==> config.mk <==
export PLATFORM = sky130hd
export DESIGN_NAME = mvu_weight_loader
export DESIGN_NICKNAME = d
export VERILOG_FILES = /design/src/rtl/mvu_weight_loader.sv
export SDC_FILE = /design/constraint.sdc
export NUM_CORES = 1
export LEC_CHECK = 0
export CORE_ASPECT_RATIO = 0.9
export CORE_MARGIN = 1
export CORE_UTILIZATION = 31
export CTS_CLUSTER_SIZE = 28
export DETAILED_ROUTE_END_ITERATION = 10
export DONT_BUFFER_PORTS = 1
export GPL_TIMING_DRIVEN = 0
export PLACE_DENSITY = 0.54
export SLEW_MARGIN = 20
export SYNTH_ARGS = -nofsm -noshare
export SYNTH_HDL_FRONTEND = slang
export SYNTH_SLANG_ARGS = --single-unit
==> constraint.sdc <==
create_clock -name clock -period 1.5 [get_ports clock]
set_input_delay 0.075 -clock clock [delete_from_list [all_inputs] [get_ports clock]]
set_output_delay 0.075 -clock clock [all_outputs]
set_load 0.01 [all_outputs]
==> src/rtl/mvu_weight_loader.sv <==
// Runtime weight loader: scatters a valid/ready stream of SIMD*TW-bit words into PE weight memories, PE index innermost.
// Optional XOR checksum of the accepted words is enabled with `define WLOAD_CHECKSUM_EN.
module mvu_weight_loader #(
    parameter int PE           = 2,
    parameter int SIMD         = 2,
    parameter int TW           = 1,
    parameter int WMEM_DEPTH   = 4,
    parameter int WMEM_ADDR_BW = (WMEM_DEPTH > 1) ? $clog2(WMEM_DEPTH) : 1,
    parameter int PE_BW        = (PE > 1) ? $clog2(PE) : 1
) (
    input  logic                    clock,
    input  logic                    reset,
    input  logic                    start,
    output logic                    busy,
    output logic                    done,
    input  logic [SIMD*TW-1:0]      s_tdata,
    input  logic                    s_tvalid,
    output logic                    s_tready,
    output logic [PE-1:0]           wmem_we,
    output logic [WMEM_ADDR_BW-1:0] wmem_waddr,
`ifdef WLOAD_CHECKSUM_EN
    output logic [SIMD*TW-1:0]      checksum,
`endif
    output logic [SIMD*TW-1:0]      wmem_wdata
);

    localparam logic [1:0] IDLE = 2'd0;
    localparam logic [1:0] LOAD = 2'd1;
    localparam logic [1:0] DONE = 2'd2;

    localparam logic [PE_BW-1:0]        PE_LAST   = PE_BW'(PE - 1);
    localparam logic [WMEM_ADDR_BW-1:0] ADDR_LAST = WMEM_ADDR_BW'(WMEM_DEPTH - 1);

    logic [1:0]              state;
    logic [PE_BW-1:0]        pe_cnt;
    logic [WMEM_ADDR_BW-1:0] addr_cnt;
    logic                    accept;
    logic                    last_beat;
    logic [PE-1:0]           we_next;

    assign s_tready  = (state == LOAD);
    assign busy      = (state != IDLE);
    assign done      = (state == DONE);
    assign accept    = s_tready && s_tvalid;
    assign last_beat = accept && (pe_cnt == PE_LAST) && (addr_cnt == ADDR_LAST);

    // One-hot decode of the PE counter; at most one bit can ever match.
    for (genvar p = 0; p < PE; p++) begin : g_we
        assign we_next[p] = accept && (pe_cnt == PE_BW'(p));
    end

    always_ff @(posedge clock or posedge reset) begin
        if (reset) begin
            state <= IDLE;
        end else begin
            case (state)
                IDLE:    if (start) state <= LOAD;
                LOAD:    if (last_beat) state <= DONE;
                DONE:    state <= IDLE;
                default: state <= IDLE;
            endcase
        end
    end

    always_ff @(posedge clock or posedge reset) begin
        if (reset) begin
            pe_cnt   <= '0;
            addr_cnt <= '0;
        end else if (state == IDLE && start) begin
            pe_cnt   <= '0;
            addr_cnt <= '0;
        end else if (accept) begin
            if (pe_cnt == PE_LAST) begin
                pe_cnt   <= '0;
                addr_cnt <= (addr_cnt == ADDR_LAST) ? '0 : addr_cnt + 1'b1;
            end else begin
                pe_cnt <= pe_cnt + 1'b1;
            end
        end
    end

    // Write port is registered: each strobe trails its acceptance by one cycle.
    always_ff @(posedge clock or posedge reset) begin
        if (reset) begin
            wmem_we    <= '0;
            wmem_waddr <= '0;
            wmem_wdata <= '0;
        end else begin
            wmem_we <= we_next;
            if (accept) begin
                wmem_waddr <= addr_cnt;
                wmem_wdata <= s_tdata;
            end
        end
    end

`ifdef WLOAD_CHECKSUM_EN
    always_ff @(posedge clock or posedge reset) begin
        if (reset)
            checksum <= '0;
        else if (state == IDLE && start)
            checksum <= '0;
        else if (accept)
            checksum <= checksum ^ s_tdata;
    end
`endif

endmodule

# After elaboration in Yosys (flattened, before gate mapping)
# Index checks and enable logic that the tools add are counted.
# word_totals
input_bits,6
wordCells,35
ff_bits,11
output_inout_bits,9
# op_classes
n_eq_ne,5
muxes,10
n_addsub,2
n_reduce_logical,11
bitwise,1
# ops
cell,n
two-way mux 2 bit,6
nonzero test 2 bit,3
logical AND 1 bit,5
equality test 2 bit (second input constant),2
case mux 2 bit (2 select lines),1
AND reduction 2 bit,2
two-way mux 1 bit,3
adder 2 x 1 -> 2 bit (second input constant),1
equality test 2 x 1 -> 1 bit (second input constant),1
zero test 2 bit,1
inequality test 2 x 1 -> 1 bit (second input constant),1
inequality test 2 bit (second input constant),1
adder 1 bit (second input constant),1
inverter 1 bit,1

# Depth between registers and ports, before layout
# Gate-level depths: netlist of run 1.
# logic_depth
word_depth,6
depth_mapped,4
mapped_depth_nobuf,4

# Worst setup path after synthesis of run 1
# OpenSTA, ideal clock, no wires.
# synth_path
path_type,flip-flop to flip-flop
from,register addr_cnt[0]
to,register addr_cnt[0]
arrival_time_ps,1041
path_slack_ps,381
t_required_ps,1423
path_stages_with_launch,4
setup_time_ps,77
n_path_buf,0
synth_period_minus_slack_ps,1119
path_cell_list,dfrtp_1 ha_1 or3_1 a21oi_1
# synth_via
elab_chain_len,5
elab_cells_between_ends,6
classes_between,1 x add/sub; 1 x eq/ne; 4 x mux
# synth_rtl
element,line_no,source
start: declaration,36,logic [WMEM_ADDR_BW-1:0] addr_cnt;
start signal: assignment,75,addr_cnt <= (addr_cnt == ADDR_LAST) ? '0 : addr_cnt + 1'b1;
adder 2 x 1 -> 2 bit / equality test 2 bit (equally long branches),75,
two-way mux 2 bit *,75,
two-way mux 2 bit *,73,if (pe_cnt == PE_LAST) begin
two-way mux 2 bit *,72,end else if (accept) begin
two-way mux 2 bit *,69,end else if (state == IDLE && start) begin
# Every way passes the cells marked *; elsewhere a longest branch is shown, timed or not. The select of a mux whose other input is x is not followed.
# A chain may end at the register's enable or synchronous reset.

# Worst setup path in the final report of run 1
# layout_path
from,register state[1]
to,register wmem_waddr[1]
# layout_via
elab_chain_len,2
# layout_rtl
element,line_no,source
start: declaration,34,logic [1:0] state;
start signal: assignment,54,state <= IDLE;
start signal: assignment,57,IDLE: if (start) state <= LOAD;
start signal: assignment,58,LOAD: if (last_beat) state <= DONE;
equality test 2 x 1 -> 1 bit,41,assign s_tready = (state == LOAD);
logical AND 1 bit,44,assign accept = s_tready && s_tvalid;
end signal: assignment,91,wmem_waddr <= addr_cnt;
end: declaration,20,"output logic [WMEM_ADDR_BW-1:0] wmem_waddr,"
# Every way passes these cells.

==> results of run 1 <==
-- final cells by class --
cell class,count,share of cell area [%]
Inverter,3,2.00
Timing Repair Buffer,5,8.89
Tap cell,14,3.11
Sequential cell,11,48.9
Multi-Input combinational cell,24,32.4
Clock buffer,4,4.67
-- state kept, by name, indices dropped and copies added (netlist names) --
signal	cells
pe_cnt	1
addr_cnt	2
wmem_wdata	2
wmem_waddr	2
wmem_we	2
state	2
-- cell usage after synthesis --
master and count:
a21oi_1 1, and2b_1 1, dfrtp_1 11, ha_1 1, inv_1 3, mux2_2 4
mux2i_1 1, nand2_1 3, nand3b_2 1, nand4b_4 1, nor2_1 6, nor2b_1 1
o22ai_1 1, or2_2 1, or3_1 1, xor2_1 1
-- cells in the final DEF (no fill, tap or decap), drive strengths merged, types with 3 or more instances in the layout --
cell	instances
dfrtp	11
nor2	6
dlygate4sd3	5
mux2	4
clkbuf	4
inv	3
nand2	3
-- final timing paths --
check / slack, ps / cells past startpoint / to / from
max: 300 / 2 / wmem_waddr[1]$_DFFE_PP0N_ / state[1]$_DFFE_PP0P_
min: 40 / 3 / pe_cnt$_DFFE_PP0P_ / start
max reg2reg: 300 / 2 / wmem_waddr[1]$_DFFE_PP0N_ / state[1]$_DFFE_PP0P_
min reg2reg: 510 / 1 / state[0]$_DFFE_PP0P_ / state[1]$_DFFE_PP0P_
max in group asynchronous: 980 / 2 / wmem_waddr[1]$_DFFE_PP0N_ / reset
min in group asynchronous: 230 / 2 / wmem_we[0]$_DFF_PP0_ / reset
-- power groups by stage --
stage	combinational [mW]	clock [mW]	sequential (mW)
floorplan	0.255	0	0.546
global placement	0.281	0	0.564
detailed placement	0.301	0	0.572
CTS	0.312	0.195	0.567
global route	0.357	0.213	0.584
finish	0.305	0.187	0.567
-- worst register-to-register path, stage by stage, from the launching register on --
cell,delay (ps)
dfrtp_1,420
nand3b_2,330
mux2_2,340
-- what timing repair did --
action,in CTS,in global routing
resized for setup,0,0
hold buffers,5,0
setup endpoints to repair,0,0
hold endpoints to repair,15,0
-- kinds of logic (layout without fill, tap and decap cells) --
family | Yosys count | in the layout
AO/OA/AOI/OAI | 2 | 2
XOR/XNOR | 1 | 1
buffers and inverters | 3 | 12
adder cells (fa/ha/maj) | 1 | 1
AND/OR/NAND/NOR | 15 | 15
flip-flops | 11 | 11
multiplexers | 5 | 5
-- layer usage --
metal | part of all wire, % | vias to the layer above | track usage (%) | routed length (um)
li1 | - | 141 | - | -
met1 | 42 | 129 | 11.2 | 324
met2 | 52 | 8 | 22.0 | 397
met3 | 4.7 | 2 | 7.01 | 36
met4 | 0.91 | 0 | 2.27 | 7
met5 | 0 | - | 0 | 0
-- metrics by stage --
stage / hold slack (ps) / setup slack (ps) / power, mW / utilization, % / area [um^2]
floorplan: -72.6 / 381 / 0.801 / - / 469
global placement: -37.1 / 318 / 0.846 / 36.8 / 487
detailed placement: -29.5 / 289 / 0.873 / 36.8 / 487
CTS: 40.8 / 283 / 1.07 / 42.6 / 563
global route: 47.3 / 223 / 1.15 / 42.6 / 563
finish: 41.1 / 297 / 1.06 / 42.6 / 563
==> impl_metrics.toml, run 1 <==
[run_status]
outcome = "finished, final reports clean"

[pwr]
p_sw_share_pct = 35.1
p_int_mw = 0.687
peakVddDrop_v = 0.000820
p_switching_mw = 0.372
pwr-share-clk_pct = 17.7
combPwrFrac_pct = 28.8
p_leak_nw = 0.285
powerDensity_mw_per_mm2 = 1880
p_seq_share_pct = 53.5

[critical_path]
critPathKind = "flip-flop to flip-flop"
cp_max_fo = 7
critPathArrivalTime_ps = 1340
crit_required_ps = 1640
critPathLaunchType = "flip-flop"
crit_buf_inv = 0
path_cells = "nand3b_2, mux2_2"
critPathMaxStageDelay_ps = 420
crit_slowest_cell = "dfrtp_1"
path_delay_family = "flip-flops"
end_kind = "flip-flop"

[detailed_routing]
vias = 280
wl_per_cell_um = 12.6
dr.pass1.iters = 4
drc_errors = 0
ant_nets = 0
drt_iter0_drc = 5
via_per_inst = 4.59
routed_wl_um = 766

[synthesis]
netlist_area_um2 = 469
synthXorXnorAreaFrac_pct = 1.87
ys_ff_latch = 11
syn_nets = 45
yosysTopAreaCell = "dfrtp_1"
synth_top_family_by_area = "simple AND/OR/NAND/NOR gates"
yosys_warnings = 0
synth_top_area_share_pct = 58.7
synth_area_leaders = "dfrtp_1 (59%), mux2_2 (9.6%), nand4b_4 (5.1%), nor2_1 (4.8%), ha_1 (2.7%)"
synthMuxAreaShare_pct = 11.7
synthAdderAreaFrac_pct = 2.67
synth-compound-area-share_pct = 2.40
ys_types = 16
synth_cells = 38
synth_simple_gate_area_share_pct = 20.3
ys_seq_area_share_pct = 58.7
avgSynthCellArea_um2 = 12.3

[layout]
multiInputGateArea_um2 = 183
finalNetCount = 55
fillCellCount = 135
insertedDiodeCount = 0
drive_above_1_share_pct = 21.3
regArea_um2 = 275
area_growth_pct = 20.0
fin_cells = 61

[sta]
max_freq_mhz = 831
finalCritPeriodShare_pct = 80.2
worstMarginPinSlew_ps = 389
drv_slew = 0
hold_violations = 0
fin_crit_ps = 1200
grt_setup_unrepaired = "false"
skew_ps = 7.22
setup_viol_count_final = 0
setup_tns_ps = 0
slew_headroom_pct = 74.0

[global_route]
antenna_found_initial = 0
grt_overflow = 0
grt_pass1_wl_mm = 1.31
grt_pass1_vias = 300
grt_use_total_pct = 11.7
grt_max_degree = 12

[clocking]
cts_tree = "built"
cts_made_buffers = 3
cts_setup_buffers = 0
cts.sinks = 11
htreeDepth = 1
cts_root_buf = "clkbuf_4"
clock_tree.buffer_depth = 2
clock_latency_ps = 260
clk_pin_slew_ps = 70

[floorplanning]
core_area_mm2 = 0.00132
ioPinCount = 15
fp-row-count = 12
die_x_um = 43.0
dieArea_mm2 = 0.00167
die-height_um = 38.9
start_util_pct = 35.5

[min_path]
holdCritPathClass = "primary input to flip-flop"

[placement]
placedCellCount = 52
finalWeightedCongestion = 0.734
port_buffers = 0

[job]
cap_violations = 0
Note: power is estimated with default switching activity, not from simulation.
==> inputs of run 2 (changes only) <==
--- a/config.mk
+++ b/config.mk
@@ -12,7 +12,7 @@
 export DETAILED_ROUTE_END_ITERATION = 10
 export DONT_BUFFER_PORTS = 1
 export GPL_TIMING_DRIVEN = 0
-export PLACE_DENSITY = 0.54
+export PLACE_DENSITY = 0.55
 export SLEW_MARGIN = 20
 export SYNTH_ARGS = -nofsm -noshare
 export SYNTH_HDL_FRONTEND = slang
==> constraint.sdc (replaced) <==
create_clock -name clock -period 1.05 [get_ports clock]
set_input_delay 0.0525 -clock clock [delete_from_list [all_inputs] [get_ports clock]]
set_output_delay 0.0525 -clock clock [all_outputs]
set_load 0.01 [all_outputs]
==> run 2 against run 1 <==
Net effect: the flow now finishes with violations (setup timing); largest power group unchanged; sequential power increased by 42%; critical endpoint is now addr_cnt[0]$_DFFE_PP0P_; global-route usage grew 1.3 points; critical path type unchanged; highest routed layer unchanged; worst setup slack got worse by 360 ps; register-to-register slack lost 360 ps; critical path depth up 1; via count rose by 17%; flip-flop and latch count is the same; cell count rose by 9.8%.
==> impl_metrics.toml, run 2 (same netlist as run 1, synthesis figures left out) <==
[run_status]
outcome = "finished with violations"
violations = "setup timing"

[global_route]
grt_max_degree = 12
grt_use_total_pct = 12.9
grt_pass1_wl_mm = 1.41
gr-usage-met3_pct = 8.41
grt_overflow = 0
antenna_found_initial = 0
met1_usage_pct = 12.4
grt_pass1_vias = 337
grt.busiest_layer = "met2"
gr-usage-met2_pct = 22.7

[floorplanning]
dieArea_mm2 = 0.00167
die-height_um = 38.9
ioPinCount = 15
start_util_pct = 35.5
fp-row-count = 12
die_x_um = 43.0
core_area_mm2 = 0.00132

[sta]
setup_tns_ps = -186
slew_headroom_pct = 74.4
max_freq_mhz = 896
setup_viol_count_final = 8
grt_setup_unrepaired = "true"
setup_slack_ps = -65.9
drv_slew = 0
hold_violations = 0
fin_crit_ps = 1120
finalCritPeriodShare_pct = 106
skew_ps = 7.03
worstMarginPinSlew_ps = 383

[critical_path]
path_cells = "nand4b_4, or3_4, a21oi_2"
crit_buf_inv = 0
cp_max_fo = 5
crit_required_ps = 1250
critPathMaxStageDelay_ps = 420
reg2reg_slack_ps = -70
crit_slowest_cell = "dfrtp_1"
critPathLaunchType = "flip-flop"
critPathArrivalTime_ps = 1310
end_kind = "flip-flop"
path_delay_family = "simple AND/OR/NAND/NOR gates"
critPathKind = "flip-flop to flip-flop"

[pwr]
peakVddDrop_v = 0.00127
p_switching_mw = 0.594
p_seq_share_pct = 46.9
combPwrFrac_pct = 37.3
pwr-share-clk_pct = 15.8
p_leak_nw = 0.323
p_sw_share_pct = 34.5
p_int_mw = 1.13
powerDensity_mw_per_mm2 = 2670

[layout]
regArea_um2 = 277
drive_above_1_share_pct = 43.4
final_cell_area_um2 = 644
insertedDiodeCount = 0
area_growth_pct = 37.3
multiInputGateArea_um2 = 218
mostFrequentLayoutCells = "dfrtp_1 (10), buf_4 (6), nor2_1 (5), dlygate4sd3_1 (5), mux2_2 (4)"
fillCellCount = 123
final_common_cell = "dfrtp_1"
finalNetCount = 61

[clocking]
htreeDepth = 1
cts_root_buf = "clkbuf_4"
cts_made_buffers = 3
cts.sinks = 11
clock_latency_ps = 260
clock_tree.buffer_depth = 2
cts_tree = "built"
clk_pin_slew_ps = 60

[detailed_routing]
ant_nets = 0
drt_iter0_drc = 2
drc_errors = 0
wl_per_cell_um = 12.3
dr.pass1.iters = 4
via_per_inst = 4.90
routed_wl_um = 827
vias = 328

[placement]
placed_area_um2 = 502
finalWeightedCongestion = 0.745
place_hpwl_um = 526
port_buffers = 0

[job]
cap_violations = 0

[min_path]
holdCritPathClass = "primary input to flip-flop"
## run 2: power groups by stage
| stage | combinational, mW | sequential (mW) | clock, mW |
|---|---|---|---|
| finish | 0.642 | 0.807 | 0.272 |
| global route | 0.719 | 0.834 | 0.321 |
| CTS | 0.596 | 0.802 | 0.287 |
| detailed placement | 0.440 | 0.824 | 0 |
| global placement | 0.419 | 0.817 | 0 |
| floorplan | 0.379 | 0.791 | 0 |
## run 2: path summary, 6_finish.rpt
check | from | end | cells past startpoint
max | state[1]$_DFFE_PP0P_ | addr_cnt[0]$_DFFE_PP0P_ | 3
min | s_tvalid | state[0]$_DFFE_PP0P_ | 3
max reg2reg | state[1]$_DFFE_PP0P_ | addr_cnt[0]$_DFFE_PP0P_ | 3
min reg2reg | pe_cnt$_DFFE_PP0P_ | wmem_we[0]$_DFF_PP0_ | 1
max in group asynchronous | reset | state[0]$_DFFE_PP0P_ | 2
min in group asynchronous | reset | wmem_we[1]$_DFF_PP0_ | 2
## run 2: cell type report
| cell class | count | area share (%) |
|---|---|---|
| inverter | 3 | 1.75 |
| tap | 14 | 2.72 |
| multi-input combinational | 24 | 33.8 |
| timing repair buffer | 11 | 14.8 |
| sequential | 11 | 42.9 |
| clock buffer | 4 | 4.08 |
## run 2: layer usage
layer | part of all wire, % | vias up
met5 | 0 | -
met4 | 0.97 | 0
met3 | 8.3 | 2
met2 | 51 | 14
met1 | 39 | 155
li1 | - | 157
## run 2: worst min-delay path: cells and delay by family
family	cells	cell delay (ps)
simple gates	2	90
compound gates	1	100
## run 2: stage by stage
step	hold slack, ps	total power [mW]	setup slack, ps	instances	utilization [%]
2_1_floorplan	-95.1	1.17	-49.1	38	-
3_3_place_gp	-57.0	1.24	-89.8	52	38.0
3_5_place_dp	-52.7	1.26	-111	52	38.0
4_1_cts	11.9	1.68	-68.5	66	47.3
5_1_grt	25.3	1.87	-135	67	48.8
6_report	17.0	1.72	-65.9	67	48.8
## run 2: timing repair
item | CTS | global route
hold buffers | 5 | 0
buffers inserted | 5 | 1
pin swaps | 3 | 1
resized for setup | 3 | 3
endpoints found under the setup margin | 8 | 10
hold endpoints to repair | 15 | 0
